**src/rtl/store_buffer.sv**
```systemverilog
// ---------------------------------------------------------------------------
// store_buffer
//
// Four-entry store buffer between the processor's load/store unit and the
// data memory. Stores are queued and drained to memory in order, one per
// accepted write. Loads bypass the queue to memory when they cannot observe
// a buffered store.
//
// Optional feature (compile-time macro STORE_BUF_FWD_EN):
//   defined   : loads are looked up in the buffer. An exact match (same
//               address and size) is forwarded from the youngest match. A
//               partial overlap within the same doubleword stalls until the
//               overlapping stores have drained.
//   undefined : no lookup hardware; any load stalls while the buffer holds
//               anything.
//
// Ports:
//   clk, rst_n              clock (rising edge), async active-low reset
//   cpu_addr/cpu_wdata      processor address and right-aligned store data
//   cpu_size                RISC-V funct3 access size (0..6)
//   cpu_we / cpu_re         store / load request (never both high)
//   cpu_rdata               extended load result
//   cpu_stall               request not accepted this cycle
//   mem_addr/mem_wdata      memory address and write data
//   mem_size / mem_we       memory access size and write strobe
//   mem_ready               memory accepts the write this cycle
//   mem_rdata               combinational, already-extended memory load data
//   halt / drained          drain request / halt with empty buffer
// ---------------------------------------------------------------------------
module store_buffer (
    input  logic        clk,
    input  logic        rst_n,
    input  logic [63:0] cpu_addr,
    input  logic [63:0] cpu_wdata,
    input  logic [2:0]  cpu_size,
    input  logic        cpu_we,
    input  logic        cpu_re,
    output logic [63:0] cpu_rdata,
    output logic        cpu_stall,
    output logic [63:0] mem_addr,
    output logic [63:0] mem_wdata,
    output logic [2:0]  mem_size,
    output logic        mem_we,
    input  logic        mem_ready,
    input  logic [63:0] mem_rdata,
    input  logic        halt,
    output logic        drained
);

    localparam int DEPTH = 4;

    logic [63:0] entry_addr [DEPTH];
    logic [63:0] entry_data [DEPTH];
    logic [1:0]  entry_size [DEPTH];

    logic [1:0]  head;
    logic [1:0]  tail;
    logic [2:0]  count;

    logic        buf_full;
    logic        buf_empty;
    logic        load_stall;
    logic        load_hit;
    logic [63:0] hit_data;
    logic        mem_load;
    logic        enq;
    logic        deq;

    assign buf_full  = (count == 3'd4);
    assign buf_empty = (count == 3'd0);

`ifdef STORE_BUF_FWD_EN
    // Sign-extend (sizes 0-3) or zero-extend (sizes 4-6) a right-aligned value.
    function automatic logic [63:0] extend_load(input logic [63:0] d, input logic [2:0] sz);
        case (sz)
            3'd0:    extend_load = {{56{d[7]}},  d[7:0]};
            3'd1:    extend_load = {{48{d[15]}}, d[15:0]};
            3'd2:    extend_load = {{32{d[31]}}, d[31:0]};
            3'd4:    extend_load = {56'd0, d[7:0]};
            3'd5:    extend_load = {48'd0, d[15:0]};
            3'd6:    extend_load = {32'd0, d[31:0]};
            default: extend_load = d;
        endcase
    endfunction

    // Walk occupied entries oldest to youngest so the last exact match wins.
    // Any same-doubleword entry that is not an exact match is a conflict,
    // which overrides forwarding entirely.
    always_comb begin
        logic       conflict;
        logic       match;
        logic [1:0] idx;
        conflict = 1'b0;
        match    = 1'b0;
        hit_data = '0;
        idx      = '0;
        for (int i = 0; i < DEPTH; i++) begin
            idx = head + 2'(i);
            if ((3'(i) < count) && (entry_addr[idx][63:3] == cpu_addr[63:3])) begin
                if ((entry_addr[idx] == cpu_addr) && (entry_size[idx] == cpu_size[1:0])) begin
                    match    = 1'b1;
                    hit_data = extend_load(entry_data[idx], cpu_size);
                end else begin
                    conflict = 1'b1;
                end
            end
        end
        load_stall = cpu_re && conflict;
        load_hit   = cpu_re && match && !conflict;
    end
`else
    // Without forwarding a load may not pass any buffered store.
    assign load_stall = cpu_re && !buf_empty;
    assign load_hit   = 1'b0;
    assign hit_data   = '0;
`endif

    // A load that is neither stalled nor forwarded owns the memory port.
    assign mem_load = cpu_re && !load_stall && !load_hit;

    // No same-cycle enqueue into a full buffer, even if the head retires.
    assign enq = cpu_we && !buf_full;
    assign deq = mem_we && mem_ready;

    // Output mux. Everything is forced to zero while reset is asserted so the
    // outputs are quiet regardless of what the processor presents.
    always_comb begin
        cpu_rdata = '0;
        cpu_stall = 1'b0;
        mem_addr  = '0;
        mem_wdata = '0;
        mem_size  = '0;
        mem_we    = 1'b0;
        drained   = 1'b0;
        if (rst_n) begin
            cpu_stall = (cpu_we && buf_full) || load_stall;
            drained   = halt && buf_empty;
            if (mem_load) begin
                mem_addr  = cpu_addr;
                mem_size  = cpu_size;
                cpu_rdata = mem_rdata;
            end else if (!buf_empty) begin
                mem_we    = 1'b1;
                mem_addr  = entry_addr[head];
                mem_wdata = entry_data[head];
                mem_size  = {1'b0, entry_size[head]};
            end
            if (load_hit) begin
                cpu_rdata = hit_data;
            end
        end
    end

    // Queue pointers and occupancy. Entry payloads are not reset: an entry is
    // only ever read while it lies inside the occupied head..tail window.
    always_ff @(posedge clk or negedge rst_n) begin
        if (!rst_n) begin
            head  <= '0;
            tail  <= '0;
            count <= '0;
        end else begin
            if (enq) begin
                tail <= tail + 2'd1;
            end
            if (deq) begin
                head <= head + 2'd1;
            end
            count <= count + {2'b00, enq} - {2'b00, deq};
        end
    end

    always_ff @(posedge clk) begin
        if (enq && rst_n) begin
            entry_addr[tail] <= cpu_addr;
            entry_data[tail] <= cpu_wdata;
            entry_size[tail] <= cpu_size[1:0];
        end
    end

endmodule

```
**config.mk**
```make
export PLATFORM = sky130hd
export DESIGN_NAME = store_buffer
export DESIGN_NICKNAME = d
export VERILOG_FILES = /design/src/rtl/store_buffer.sv
export SDC_FILE = /design/constraint.sdc
export NUM_CORES = 1
export LEC_CHECK = 0
export ABC_AREA = 1
export BUFFER_PORTS_ARGS = -buffer_cell sky130_fd_sc_hd__buf_4
export CORE_ASPECT_RATIO = 0.5
export CORE_MARGIN = 5
export CORE_UTILIZATION = 50
export DETAILED_ROUTE_END_ITERATION = 10
export GPL_ROUTABILITY_DRIVEN = 0
export PLACE_DENSITY = 0.83
export SYNTH_ARGS = -nofsm -noshare
export SYNTH_HDL_FRONTEND = slang
export SYNTH_SLANG_ARGS = --single-unit
```
**constraint.sdc**
```tcl
create_clock -name clk -period 9.26 [get_ports clk]
set_input_delay 0 -clock clk [delete_from_list [all_inputs] [get_ports clk]]
set_output_delay 0 -clock clk [all_outputs]
set_load 0.005 [all_outputs]
```
==> results of run 1 <==
cell type report:
class | count | area [µm²] | area share
sequential | 527 | 15800 | 0.567
multi-input combinational | 1209 | 5110 | 0.183
timing repair buffer | 550 | 4460 | 0.160
clock buffer | 59 | 1220 | 0.0439
tap | 588 | 736 | 0.0264
inverter | 82 | 315 | 0.0113
clock inverter | 26 | 179 | 0.00643
antenna | 11 | 27.5 | 0.000988
flip-flops by register name, indices dropped and copies added, names as in the netlist:
| signal | flops |
|---|---|
| tail | 2 |
| entry_data | 256 |
| count | 3 |
| entry_addr | 256 |
| head | 2 |
| entry_size | 8 |
through the flow:
stage,power (mW),area (µm²)
2_1_floorplan,4.48,21700
5_1_grt,7.71,27800
4_1_cts,7.28,27800
3_3_place_gp,5.34,25100
6_report,7.35,27800
3_5_place_dp,5.42,25100
layer usage:
layer  vias to the layer above  share of wire
li1                       7506              -
met1                      8037           0.35
met2                       932           0.53
met3                       204          0.073
met4                         0          0.045
met5                         -              0
worst max-delay path, stage by stage (launching register included):
cell	delay, ps
dfrtp_4	800
inv_6	610
buf_4	860
nand2_1	100
nand3_1	120
nand2_1	70
nor2_1	300
buf_4	190
cell usage after synthesis, drive strengths merged:
library cell  count  area share
nor3b             1     0.00035
buf              77       0.021
inv              82       0.014
xor2              2     0.00081
nor2            134       0.024
clkbuf           37      0.0064
nand3           268       0.062
a21oi            64       0.015
dfrtp             7      0.0081
fa                1     0.00092
o21ai             1     0.00023
edfxtp          520        0.72
ha                6      0.0035
nand2           729        0.13
xnor2             2     0.00081
nand4             1     0.00029
kinds of logic after synthesis:
logic type | after synthesis | share of synthesized area
DFF | 527 | 0.726
and+or+nand+nor | 1133 | 0.212
AOI/OAI and AO/OA | 65 | 0.0151
adders and majority gates | 7 | 0.00437
xor gates and xnor gates | 4 | 0.00161
buffers and inverters | 196 | 0.0411
final timing paths:
kind / start / endpoint / depth (start not counted)
worst max-delay path: head[0]$_DFFE_PN0P_ / mem_wdata[15] / 7
worst min-delay path: cpu_wdata[51] / entry_data[3][51]$_DFFE_PP_ / 2
worst max register to register: count[1]$_DFF_PN0_ / entry_addr[2][29]$_DFFE_PP_ / 5
worst min register to register: tail[1]$_DFFE_PN0P_ / tail[1]$_DFFE_PN0P_ / 2
max in group asynchronous: rst_n / head[1]$_DFFE_PN0P_ / 3
min in group asynchronous: rst_n / tail[0]$_DFFE_PN0P_ / 3
report_power, final:
part           switching (mW)  internal (mW)
Clock                   0.849          0.991
Combinational            1.57          0.878
Sequential              0.158           2.90
Total                    2.57           4.77
==> reports/results.ini, run 1 <==
[grt]
grt_use_total=0.237
grt_max_degree=101
use_met1=0.283
antenna_found_initial=9
grt-ovfl-total=0
top_usage_layer=met2
use_met3=0.0407
grt_pass1_vias=16551
met2_usage=0.427
grt_first_pass_wirelength_um=90200

[clock_tree]
cts.sinks=527
cts_max_level=2
clockBufferDepth=3
clkLatencyLatePin_ps=580
cts_setup_buffers=0
cts-root-buf=clkbuf_16
cts_hold_buf=134
numCtsBuffers=47
cts_resized=0
cts_tree=yes
clk_pin_slew_ps=70

[cells_and_area]
layout_common_cells=nand2_1, edfxtp_1, buf_4, nand3_1, dlygate4sd3_1
layout_commonest_cell=nand2_1
syn_to_final_growth_pct=28.0
fillers=2863
fin_cells=3052
drive_gt1_frac=0.199
fin_util=0.643
nets=2625

[logic_synthesis]
synth_cell_types=23
syn_inst=1932
syn_nets=2140
synth_seq_cells=527
synth.cell_area_mm2=0.0217
ys.warnings.count=0
syn_area_per_cell_um2=11.3
ys_seq_area_frac=0.726

[route]
route.detailed.drc=0
drt-initial-drc-count=2097
num_vias=16679
drt_first_pass_iters=6
routedWlPerCell_um=20.1
viasPerCell=5.46
ant_nets=0
routed_wl_um=61300

[sta]
holdWs_ps=176
hold_viol=0
fin_skew_ps=20.5
worst_slack_ps=5610
fin_tns_setup_ps=0
finalSetupViolCount=0
fin_crit_sh=0.394
finalCriticalPeriod_ps=3650
worst_pin_slew_ps=1130
max_freq_mhz=274
grt_setup_unrepaired=false
maxSlewHeadroom=0.244
slew_violations=0

[pwr]
powerDensity_mw_per_mm2=264
p_leak_nw=11.4
peakVddDrop_mv=0.191

[worst_hold_path]
min_path_type=input port to flip-flop

[die]
die_x_um=305
die_area_mm2=0.0480
io_pins=399
start_util=0.502
die_h_um=157
core_mm2=0.0433
row_count=54

[placement]
dp.cells=2822
dpl.hpwl_um=33200
io_buffers=398
dp_worst_setup_slack_ps=6130

[setup_path]
cp.arrival_ps=3650
worstSetupEndpointType=output pin
critPathLaunchType=flip-flop
path_max_fanout=91
crit_type=flip-flop to output pin
required_ps=9260
regToRegSetupSlack_ps=6120

[outcome]
status=finished, final reports clean

[flow_run]
maxCapViolCount=0

Power figures use the tool's default switching activity.
==> run 2: changes to the inputs <==
Settings changed: ABC_AREA 1 to 0, PLACE_DENSITY 0.83 to 0.86.
Clock period 9.26 ns to 3 ns, I/O delays scaled along.
==> run 2 against run 1 <==
Against the previous run: clock-buffer cell count fell by 2; final area fell by 1.8%; first-iteration DRC count fell by 30%; sequential power rose to 3.1 times the previous value; critical path type unchanged; highest routed layer unchanged.
==> reports/results.ini, run 2 <==
[logic_synthesis]
synth.cell_area_mm2=0.0207
synth_top_area_frac=0.754
synth-xor-area-share=0.00212
syn_inst=945
synth_mux_area_frac=0.142
synth_most_common_cell=edfxtp_1
synth_edf_count=520
ys.warnings.count=0
synth_common_cells=edfxtp_1, and2_1, mux4_2
synth-simple-area-share=0.0421
syn_nets=1153
ys_seq_area_frac=0.763
synthArstFlopShare=0.0133
syn_area_per_cell_um2=21.9
yosys.area_share.adder=0.00459
synthTopCellsByArea=edfxtp_1, mux4_2, and2_1
synth-compound-area-share=0.0290
synth-main-ff-cell=edfxtp_1
synth_seq_cells=527
synth_cell_types=25
synth_top_family_by_area=multiplexers
yosysTopAreaCell=edfxtp_1

[cells_and_area]
layout_commonest_cell=edfxtp_1
drive_gt1_frac=0.413
multi_input_area_mm2=0.00457
fin_util=0.672
seq_area_mm2=0.0158
layout_common_cells=edfxtp_1, buf_4, dlygate4sd3_1, mux4_2, and2_1
syn_to_final_growth_pct=32.1
fillers=2247
top_regs=entry_addr: 256 flops, entry_data: 256 flops, entry_size: 8 flops
fin_cells=2079
nets=1701

[route]
drt-initial-drc-count=1467
route.detailed.drc=0
num_vias=12534
ant_nets=0
routedWlPerCell_um=29.0
viasPerCell=6.03
drt_first_pass_iters=5
routed_wl_um=60300

[sta]
fin_tns_setup_ps=0
grt_setup_unrepaired=false
maxSlewHeadroom=0.489
worst_pin_slew_ps=766
finalCriticalPeriod_ps=2860
fin_skew_ps=23.0
hold_viol=0
slew_violations=0
max_freq_mhz=350
finalSetupViolCount=0
fin_crit_sh=0.953

[pwr]
p_leak_nw=9.91
peakVddDrop_mv=0.557
powerDensity_mw_per_mm2=816

[grt]
grt-ovfl-total=0
grt_pass1_vias=13215
grt_max_degree=69
grt_use_total=0.248
grt_first_pass_wirelength_um=85800
antenna_found_initial=10

[clock_tree]
cts.sinks=527
clockBufferDepth=3
clkLatencyLatePin_ps=570
cts_max_level=2
cts_tree=yes
cts_setup_buffers=0
numCtsBuffers=46
clk_pin_slew_ps=70
cts-root-buf=clkbuf_16

[setup_path]
worstReg2RegStart=count[1]$_DFF_PN0_
crit_type=flip-flop to output pin
crit_path_start=count[1]$_DFF_PN0_
worstSetupEndpointType=output pin
critPathLaunchType=flip-flop
cp.arrival_ps=2860
path_max_fanout=68
required_ps=3000

[die]
io_pins=399
die_h_um=154
start_util=0.509
die_x_um=298
core_mm2=0.0407
die_area_mm2=0.0458
row_count=52

[worst_hold_path]
holdCritStartpoint=cpu_wdata[36]
min_path_type=input port to flip-flop

[placement]
dp.cells=1851
io_buffers=398
dpl.hpwl_um=31600

[outcome]
status=finished, final reports clean

[flow_run]
maxCapViolCount=0

[run 2: changes by cell type after synthesis, sizes merged, moves of 76 or more]
cell   before  now
nor2      134    1
inv        82    6
mux4        0  130
nand2     729    0
nand3     268    1
and2        0  130
[run 2: what timing repair did]
item,in CTS,in global routing
endpoints found under the hold margin,530,0
setup endpoints to repair,0,66
resized for setup,0,1
hold buffers,134,0
[run 2: cell type report]
class                           count  share of cell area
Multi-Input combinational cell    352               0.167
Timing Repair Buffer              560               0.175
Tap cell                          540              0.0247
Clock buffer                       57              0.0460
Clock inverter                     27             0.00746
Inverter                            6            0.000824
Antenna cell                       10            0.000915
Sequential cell                   527               0.578
[run 2: per-stage QoR]
| step | hold slack [ps] | total power [mW] | area (µm²) | worst slack, ps |
|---|---|---|---|---|
| after floorplan | -296 | 13.2 | 20700 | 29.4 |
| after global placement | -154 | 15.7 | 24500 | 697 |
| after detailed placement | -149 | 16.0 | 24500 | 615 |
| after CTS | 169 | 21.9 | 27300 | 74.1 |
| after global routing | 166 | 23.0 | 27300 | 57.5 |
| final | 186 | 22.3 | 27300 | 140 |
[run 2: path summary, 6_finish.rpt]
| check | slack, ps | cells after the start | end |
|---|---|---|---|
| max | 140 | 5 | mem_wdata[55] |
| min | 190 | 2 | entry_data[0][36]$_DFFE_PP_ |
| max reg2reg | 400 | 11 | count[2]$_DFF_PN0_ |
| min reg2reg | 680 | 1 | count[0]$_DFF_PN0_ |
| max in group asynchronous | 2030 | 3 | head[1]$_DFFE_PN0P_ |
| min in group asynchronous | 620 | 3 | count[2]$_DFF_PN0_ |
[run 2: report_power, final]
part	switching, mW	internal (mW)
Sequential	0.373	8.97
Clock	2.69	3.24
Combinational	3.42	3.62
Total	6.48	15.8
[run 2: layer usage]
layer | track usage | up-vias | share of wire
li1 | - | 4994 | -
met1 | 0.279 | 6319 | 0.32
met4 | 0.132 | 0 | 0.064
met5 | 0 | - | 0
met2 | 0.456 | 992 | 0.54
met3 | 0.0441 | 229 | 0.075
[run 2: logic make-up (layout without fill, tap and decap cells)]
family                   count (synthesis)  after routing
AND/OR/NAND/NOR                        140            140
AO/OA/AOI/OAI                           69             69
other                                    0             10
multiplexers                           131            131
adder cells (fa/ha/maj)                  7              7
buffers and inverters                   66            650
XOR/XNOR                                 5              5
flip-flops                             527            527
[run 2: worst max-delay path, cell delays in order (launching register included)]
cell	delay (ps)
dfrtp_1	500
o31a_2	200
buf_4	600
buf_6	520
and2_1	270
buf_4	130
